$ cat src/rtl/cfg_chain_loader.sv
// cfg_chain_loader: word-to-serial loader for a scan configuration chain.
// Optional readback verify is enabled by defining CFG_CHAIN_READBACK_EN.
module cfg_chain_loader #(
   parameter int CHAIN_LEN = 64,
   parameter int WORD_W    = 8
) (
   input  logic              CK,
   input  logic              RSTN,
   input  logic              start,
   input  logic [WORD_W-1:0] in_data,
   input  logic              in_valid,
   output logic              in_ready,
   input  logic              SO,
   output logic              SI,
   output logic              sc_en,
   output logic              SE,
   output logic              CFGE,
   output logic              done,
   output logic              err
);

   localparam int CW = $clog2(CHAIN_LEN + 1);
   localparam int BW = $clog2(WORD_W + 1);
   localparam logic [CW-1:0] LEN_C = CW'(CHAIN_LEN);

   typedef enum logic [1:0] {
      S_IDLE,
      S_LOAD,
`ifdef CFG_CHAIN_READBACK_EN
      S_VERIFY,
`endif
      S_DONE
   } state_t;

   state_t            state_q, state_d;
   logic [CW-1:0]     cnt_q, cnt_d;
   logic [WORD_W-1:0] sh_q, sh_d;
   logic [BW-1:0]     bleft_q, bleft_d;
   logic [CW-1:0]     lrem_q, lrem_d;
   logic              si_q, si_d;
   logic              sc_en_q, sc_en_d;
   logic              se_q, se_d;
   logic              cfge_q, cfge_d;
   logic              done_q, done_d;
   logic [CW-1:0]     nb;
   logic              take;

`ifdef CFG_CHAIN_READBACK_EN
   logic              err_q, err_d;
   logic [CW-1:0]     ones_ld_q, ones_ld_d;
   logic [CW-1:0]     ones_rb_q, ones_rb_d;
`endif

   // Ready only when the buffer is about to run dry and bits remain to load.
   assign in_ready = (state_q == S_LOAD) && (bleft_q <= BW'(1)) &&
                     (lrem_q != '0);
   assign take     = in_valid && in_ready;
   // The last word may carry fewer useful bits than WORD_W.
   assign nb       = (int'(lrem_q) >= WORD_W) ? CW'(WORD_W) : lrem_q;

   // Next-state and next-output computation for the load sequencer.
   always_comb begin
      state_d = state_q;
      cnt_d   = cnt_q;
      sh_d    = sh_q;
      bleft_d = bleft_q;
      lrem_d  = lrem_q;
      si_d    = si_q;
      sc_en_d = 1'b0;
      se_d    = se_q;
      cfge_d  = cfge_q;
      done_d  = done_q;
`ifdef CFG_CHAIN_READBACK_EN
      err_d     = err_q;
      ones_ld_d = ones_ld_q;
      ones_rb_d = ones_rb_q;
`endif
      unique case (state_q)
         S_IDLE, S_DONE: begin
            if (start) begin
               state_d = S_LOAD;
               cnt_d   = '0;
               sh_d    = '0;
               bleft_d = '0;
               lrem_d  = LEN_C;
               se_d    = 1'b1;
               cfge_d  = 1'b0;
               done_d  = 1'b0;
`ifdef CFG_CHAIN_READBACK_EN
               err_d     = 1'b0;
               ones_ld_d = '0;
               ones_rb_d = '0;
`endif
            end
         end
         S_LOAD: begin
            if (cnt_q == LEN_C) begin
`ifdef CFG_CHAIN_READBACK_EN
               state_d = S_VERIFY;
               cnt_d   = '0;
               sc_en_d = 1'b1;
`else
               state_d = S_DONE;
               se_d    = 1'b0;
               cfge_d  = 1'b1;
               done_d  = 1'b1;
`endif
            end else begin
               if (bleft_q != '0) begin
                  si_d    = sh_q[0];
                  sc_en_d = 1'b1;
                  cnt_d   = cnt_q + 1'b1;
                  sh_d    = sh_q >> 1;
                  bleft_d = bleft_q - 1'b1;
`ifdef CFG_CHAIN_READBACK_EN
                  ones_ld_d = ones_ld_q + CW'(sh_q[0]);
`endif
               end
               if (take) begin
                  sh_d    = in_data;
                  bleft_d = BW'(nb);
                  lrem_d  = lrem_q - nb;
               end
            end
         end
`ifdef CFG_CHAIN_READBACK_EN
         S_VERIFY: begin
            ones_rb_d = ones_rb_q + CW'(SO);
            cnt_d     = cnt_q + 1'b1;
            if (cnt_q == LEN_C - 1'b1) begin
               state_d = S_DONE;
               se_d    = 1'b0;
               cfge_d  = 1'b1;
               done_d  = 1'b1;
               err_d   = (ones_ld_q != ones_rb_d);
            end else begin
               sc_en_d = 1'b1;
            end
         end
`endif
         default: state_d = S_IDLE;
      endcase
   end

   // State and registered outputs, cleared asynchronously.
   always_ff @(posedge CK or negedge RSTN) begin
      if (!RSTN) begin
         state_q <= S_IDLE;
         cnt_q   <= '0;
         sh_q    <= '0;
         bleft_q <= '0;
         lrem_q  <= '0;
         si_q    <= 1'b0;
         sc_en_q <= 1'b0;
         se_q    <= 1'b0;
         cfge_q  <= 1'b0;
         done_q  <= 1'b0;
`ifdef CFG_CHAIN_READBACK_EN
         err_q     <= 1'b0;
         ones_ld_q <= '0;
         ones_rb_q <= '0;
`endif
      end else begin
         state_q <= state_d;
         cnt_q   <= cnt_d;
         sh_q    <= sh_d;
         bleft_q <= bleft_d;
         lrem_q  <= lrem_d;
         si_q    <= si_d;
         sc_en_q <= sc_en_d;
         se_q    <= se_d;
         cfge_q  <= cfge_d;
         done_q  <= done_d;
`ifdef CFG_CHAIN_READBACK_EN
         err_q     <= err_d;
         ones_ld_q <= ones_ld_d;
         ones_rb_q <= ones_rb_d;
`endif
      end
   end

   assign sc_en = sc_en_q;
   assign SE    = se_q;
   assign CFGE  = cfge_q;
   assign done  = done_q;

`ifdef CFG_CHAIN_READBACK_EN
   // During verify the chain tail is looped straight back to its head.
   assign SI  = (state_q == S_VERIFY) ? SO : si_q;
   assign err = err_q;
`else
   logic unused_so;
   assign unused_so = SO;
   assign SI  = si_q;
   assign err = 1'b0;
`endif

endmodule

$ cat config.mk
export PLATFORM = sky130hd
export DESIGN_NAME = cfg_chain_loader
export DESIGN_NICKNAME = d
export VERILOG_FILES = /design/src/rtl/cfg_chain_loader.sv
export SDC_FILE = /design/constraint.sdc
export NUM_CORES = 1
export LEC_CHECK = 0
export BUFFER_PORTS_ARGS = -buffer_cell sky130_fd_sc_hd__clkbuf_2
export CORE_MARGIN = 5
export CORE_UTILIZATION = 58
export CTS_CLUSTER_DIAMETER = 50
export CTS_CLUSTER_SIZE = 30
export DETAILED_ROUTE_END_ITERATION = 16
export GPL_ROUTABILITY_DRIVEN = 1
export PLACE_DENSITY_LB_ADDON = 0.25
export SLEW_MARGIN = 20
export SYNTH_ARGS = -nofsm -noshare
export SYNTH_HDL_FRONTEND = slang
export SYNTH_SLANG_ARGS = --single-unit
$ cat constraint.sdc
create_clock -name CK -period 2.8 [get_ports CK]
set_clock_uncertainty 0.15 [all_clocks]
set_input_delay 0.28 -clock CK [delete_from_list [all_inputs] [get_ports CK]]
set_output_delay 0.28 -clock CK [all_outputs]
set_load 0.05 [all_outputs]
Word-level counts from Yosys, hierarchy flattened --
Cells that the tools add are included.
Cells by class: bitwise operators 1, reductions and logical operators 14, multiplexer cells 31, $add $sub $neg 3, equal/unequal tests 9, order comparisons 2
Operators with widths (count):
- 7-bit 2-to-1 mux | 7
- 8-bit 2-to-1 mux | 4
- 7-bit case mux with 2 select lines | 2
- 4-bit 2-to-1 mux | 4
- 8-bit case mux with 2 select lines | 1
- 4-bit AND reduction | 3
- 4-bit case mux with 2 select lines | 1
- 7-bit by 1-bit adder with 7-bit output (second input constant) | 1
- 7-bit == test (second input constant) | 1
- 7-bit by 4-bit greater-or-equal comparator with 1-bit output (second input constant) | 1
- 1-bit 2-to-1 mux | 7
- 7-bit nonzero test | 1
- 7-bit subtractor | 1
- 2-bit != test (second input constant) | 3
- 3-bit AND reduction | 2
- 4-bit by 1-bit <= comparator with 1-bit output (second input constant) | 1
- 2-bit 2-to-1 mux | 2
- 2-bit by 1-bit != test with 1-bit output (second input constant) | 2
- 1-bit case mux with 2 select lines | 2
- 2-bit case mux with 2 select lines | 1
- 4-bit nonzero test | 1
- 4-bit by 1-bit subtractor with 4-bit output (second input constant) | 1
- 1-bit logical AND | 3
- 3-bit by 2-bit != test with 1-bit output (second input constant) | 1
- other kinds (7) | 7
Storage, ports and cells: output and inout bits 7, bits in registers 32, input port bits 13, logic and storage cells 69

Logic depth before layout (Yosys ltp) --
depth after elaboration 7, mapped depth 8, depth with buffers taken out 7

Worst setup path after synthesis --
OpenSTA, ideal clock, no wires.
path type reg-to-reg, start register bleft_q[0], end register sh_q[2], cell stages (with the launch flop) 9, setup time 0.125 ns, path buffers 1, data arrival time 1.935 ns, data required time 2.525 ns, path slack 0.591 ns, period minus slack after synthesis 2.209 ns, cell sequence dfrtp_1 > inv_1 > ha_1 > o21ai_0 > nor4_4 > a21oi_2 > a21oi_2 > buf_4 > mux2_2
On the way: longest elaborated chain between the ends 7, elaborated cells on any way between the ends 10, those cells by class order compare: 1; eq/ne: 1; mux: 3; reduce/logical: 5
Ends and longest elaborated chain:
- start: declaration | RTL line 38 | logic [BW-1:0] bleft_q, bleft_d;
- start signal: assignment | RTL line 167 | bleft_q <= bleft_d;
- 4-bit by 1-bit <= comparator with 1-bit output | RTL line 55 | assign in_ready = (state_q == S_LOAD) && (bleft_q <= BW'(1)) &&
- 1-bit logical AND (2 in a row) | RTL line 55
- 1-bit logical AND | RTL line 57 | assign take = in_valid && in_ready;
- 8-bit 2-to-1 mux | RTL line 119 | if (take) begin
- 8-bit 2-to-1 mux | RTL line 97 | if (cnt_q == LEN_C) begin
- 8-bit case mux with 2 select lines | RTL line 78 | unique case (state_q)
- end signal: assignment | RTL line 150 | sh_q <= '0;
- end signal: assignment | RTL line 166 | sh_q <= sh_d;
- end: declaration | RTL line 37 | logic [WORD_W-1:0] sh_q, sh_d;
Several ways; a longest one is shown, not always the timed one. The select of a mux whose other input is x is not followed. A chain may end at the register's enable or synchronous reset.

Final worst setup path --
start register bleft_q[0], end register bleft_q[0]
On the way: longest elaborated chain between the ends 7, elaborated cells on any way between the ends 12, those cells by class add/sub: 1; order compare: 1; eq/ne: 1; mux: 4; reduce/logical: 5
Ends and longest elaborated chain (RTL line):
- 4-bit by 1-bit <= comparator with 1-bit output | 55
- 1-bit logical AND (2 in a row) | 55
- 1-bit logical AND | 57
- 4-bit 2-to-1 mux | 119
- 4-bit 2-to-1 mux | 97
- 4-bit case mux with 2 select lines | 78
Several ways; a longest one is shown, not always the timed one. The select of a mux whose other input is x is not followed.

==> parameters.txt <==
Parameter                              Value

Timing
  Setup tns final ... 0 ns
  Count of pins over their slew limit ... 0
  Final setup viols ... 0
  Clock period minus worst slack ... 2.44 ns
  Slew at the pin closest to its max-slew limit ... 0.778 ns
  Number of hold-slack violations in the final timing report ... 0
  Headroom to the max-slew limit ... 48.1%
  FMAX ... ~400 MHz
  Final clock period utilization by the worst path ... between 80% and 90%
  RSZ-0062 raised after global routing ... false

Floorplan
  Area of the placeable core ... 0.00303 mm2
  Height of the die ... 66.0 um
  X dimension of the die ... between 60 and 70 um
  Starting density of the core ... 60.2%
  Placement row count ... 20
  Total I/O pin count ... 20
  Die area ... approximately 0.0044 mm2

Clock tree
  Clock tree from TritonCTS ... yes
  TritonCTS Sinks ... 32
  Cts bufs inserted ... 5
  Number of H-tree levels ... 2
  Clock input transition at the sequential cells of the worst setup and hold paths ... 0.11 ns
  Source-to-sink clock delay at the later pin of the worst-skew pair ... between 0.3 and 0.4 ns
  Setup fix buffers added after clock tree synthesis ... 0
  CTS root buffer ... clkbuf_4
  Clock Path Buffers ... 2

Drt
  Wire length on met2 ... 1840 um
  Post-Route M1 WL ... between 1500 and 2000 um
  Highest metal layer used by the detailed router ... met4
  Wire length per cell after detailed routing ... 14.5 um
  Vias per cell ... ~5.7
  Number of DRC violations after detailed-routing iteration 0 ... between 90 and 100
  Iteration count of the initial detailed-routing pass ... 4
  Antenna viol nets, final ... 0
  Via count ... approximately 1400
  Post-detailed-route DRC marker count ... 0
  Total wire length after detailed routing ... between 3000 and 4000 um
  Met3 layer wire length in the routed design ... 176 um

Logic synthesis
  Most used flip-flop cell after synthesis ... dfrtp_1
  Largest family of logic cells by synthesized area ... simple AND/OR/NAND/NOR gates
  Mux cell area share after synthesis ... a little under a tenth
  Adder-cell share of the synthesized area ... under 10%
  Total number of yosys warnings ... 0
  Post-synthesis cell count ... ~180
  Flop and latch count out of synthesis ... 32
  Share of synthesized registers carrying an async set or reset ... between 90% and 100%
  Post-Synth Simple-Gate Area ... 20.8%
  Post-synthesis instance area ... around 0.0018 mm2
  Area share of the leading cell type in the synthesized netlist ... 44.0%
  Per-instance average area after synthesis ... a little under 10 um2
  Cell type contributing the most total cell area after synthesis ... dfrtp_1
  Number of different library cells in the post-synthesis netlist ... 43
  Main area contributors after synthesis ... dfrtp_1 (44%), mux2_2 (4.9%), ha_1 (4.8%)
  Number of synthesized flops with an enable pin ... 0
  Post-synthesis share of cell area spent on xor and xnor gates ... under 10%
  Sequential element share of the synthesized area ... a little over two fifths
  Compound-cell area share of the yosys netlist ... between 10% and 20%

Global route
  Via count of the first global-routing pass ... between 1000 and 1500
  Maximum number of pins on one net before global-route repair ... 33
  Number of antenna violations at the first check in global routing ... 0
  Grt total ovfl ... 0
  Wire length of the first global-routing pass ... about 6600 um
  Global-route total usage across every layer ... roughly a fifth

Critical path
  CP Capture Type ... register
  Peak fanout along the critical path ... 9
  Critical path start-end classification ... reg -> reg
  Capture point of the worst reg-to-reg path ... bleft_q[0]
  Capture point of the critical path ... bleft_q[0]
  Launching element type of the critical path ... register
  Cell depth of the worst flop-to-flop path ... 8
  Worst path arrival time ... 2.53 ns
  Data required time at the worst endpoint ... ~2.9 ns
  Critical path startpoint ... bleft_q[0]
  Setup slack of the worst register-to-register path ... between 0.3 and 0.4 ns
  R2r startpoint ... bleft_q[0]

Placement
  Last weighted congestion value of the routability-driven placer ... ~0.85
  Detailed placement HPWL ... around 2600 um
  Count of input and output buffers ... 17

Power and ir drop
  Internal power ... 1400 uW
  Clock power frac ... between 10 and 15%
  Sequential cell fraction of total power ... approximately a third
  Net switching fraction of the power ... between 40% and 50%
  Leakage power summed over all cells ... between 0.0009 and 0.001 uW
  Net switching power ... around 1100 uW
  Logic pwr share ... about 53%
  Worst voltage drop across the vdd grid ... between 600 and 700 uV
  PwrDens ... approximately 1200 mW/mm2
  Tot Pwr ... about 2500 uW

Layout
  Proportion of layout cells with a drive suffix above 1 ... a little under a quarter
  Fill cells ... 250
  Number of antenna repair diodes ... 0
  Post-layout nets ... ~230
  Fin util ... between 60% and 70%
  Signed area change from the synthesized netlist to the final layout ... 12.2%

Run status
  Result of the run ... finished, final reports clean

Run
  Max-cap violation count ... 0

Worst hold path
  Kind of path behind the tightest hold check ... in -> reg
==> how the worst min path moves through the flow <==
stage / from / end / slack, ns / cells after the start
after floorplan: RSTN / SE / -0.17 / 0
after global placement: RSTN / sh_q[4] / 0.24 / 1
after detailed placement: RSTN / sh_q[3] / 0.25 / 1
after CTS: in_data[7] / sh_q[7] / 0.004 / 3
after global routing: in_data[7] / sh_q[7] / 0.02 / 3
final: in_data[7] / sh_q[7] / 0.01 / 3
==> Yosys cell counts, types with 5 or more instances <==
cell type	number
ha_1	7
nor2_1	13
dfrtp_1	32
mux2i_1	8
o21ai_0	11
mux2_2	8
clkbuf_1	7
nand2b_1	6
inv_1	8
nor3_1	5
nand2_1	17
nand3_1	11
==> power groups by stage <==
stage,Sequential (uW),Clock (uW),Combinational [uW]
floorplan,855,0,1020
global placement,822,0,1270
detailed placement,835,0,1330
CTS,826,354,1340
global route,858,386,1490
finish,826,347,1340
==> final cells by class <==
class / instances / area (um2) / share of cell area [%]
sequential: 32 / 801 / 39.2
timing repair buffer: 24 / 140 / 6.85
tap: 44 / 55.1 / 2.69
clock inverter: 2 / 35.0 / 1.71
clock buffer: 6 / 41.3 / 2.02
multi-input combinational: 134 / 942 / 46.1
inverter: 8 / 30.0 / 1.47
==> routing by layer <==
layer	track usage, %	up-vias
li1	-	690
met1	23.3	689
met2	34.7	34
met3	4.93	6
met4	7.61	0
met5	0	-
==> through the flow <==
step                      setup WS [ns]  hold WS [ns]  cell area, um2  std cells
after floorplan                   0.591        -0.166            1830        185
after global placement            0.443         0.239            1960        241
after detailed placement          0.394         0.247            1960        241
after CTS                         0.371       0.00443            2040        250
after global routing              0.171        0.0185            2040        250
final                             0.363       0.00965            2040        250
==> sequential cells by signal (all words and copies together), names as in the netlist <==
| signal | cells |
|---|---|
| SE | 1 |
| SI | 1 |
| bleft_q | 4 |
| cnt_q | 7 |
| done | 1 |
| lrem_q | 7 |
| sc_en | 1 |
| sh_q | 8 |
| state_q | 2 |
==> kinds of logic (layout without fill, tap and decap cells) <==
| family | Yosys count | after routing |
|---|---|---|
| adders and majority gates | 7 | 7 |
| and+or+nand+nor | 69 | 69 |
| xor gates and xnor gates | 5 | 5 |
| AOI/OAI and AO/OA | 34 | 34 |
| other | 2 | 3 |
| muxes | 16 | 16 |
| buffers and inverters | 19 | 40 |
| DFF | 32 | 32 |
==> critical path: stages, from the launching register on <==
cell and delay (ns):
dfrtp_1 0.41, inv_1 0.14, ha_1 0.22, o21ai_0 0.17, nor4_4 0.23, a21oi_2 0.13, a21oi_2 0.44, buf_4 0.24
mux2i_1 0.23
==> cell usage in the layout, fill, tap and decap left out, types with 5 or more instances in the layout <==
cell type / netlist / final
dfrtp_1: 32 / 32
ha_1: 7 / 7
nand2b_1: 6 / 6
o21ai_0: 11 / 11
nand2_1: 17 / 17
mux2_2: 8 / 8
buf_4: 3 / 6
nor2_1: 13 / 13
inv_1: 8 / 8
clkbuf_2: 0 / 17
mux2i_1: 8 / 8
nand3_1: 11 / 11
clkbuf_4: 0 / 5
nor3_1: 5 / 5
==> repair_timing <==
item	in CTS	in global routing
hold buffers	1	0
resized for setup	0	0
hold endpoints to repair	32	0
(Power assumes the default switching activity.)
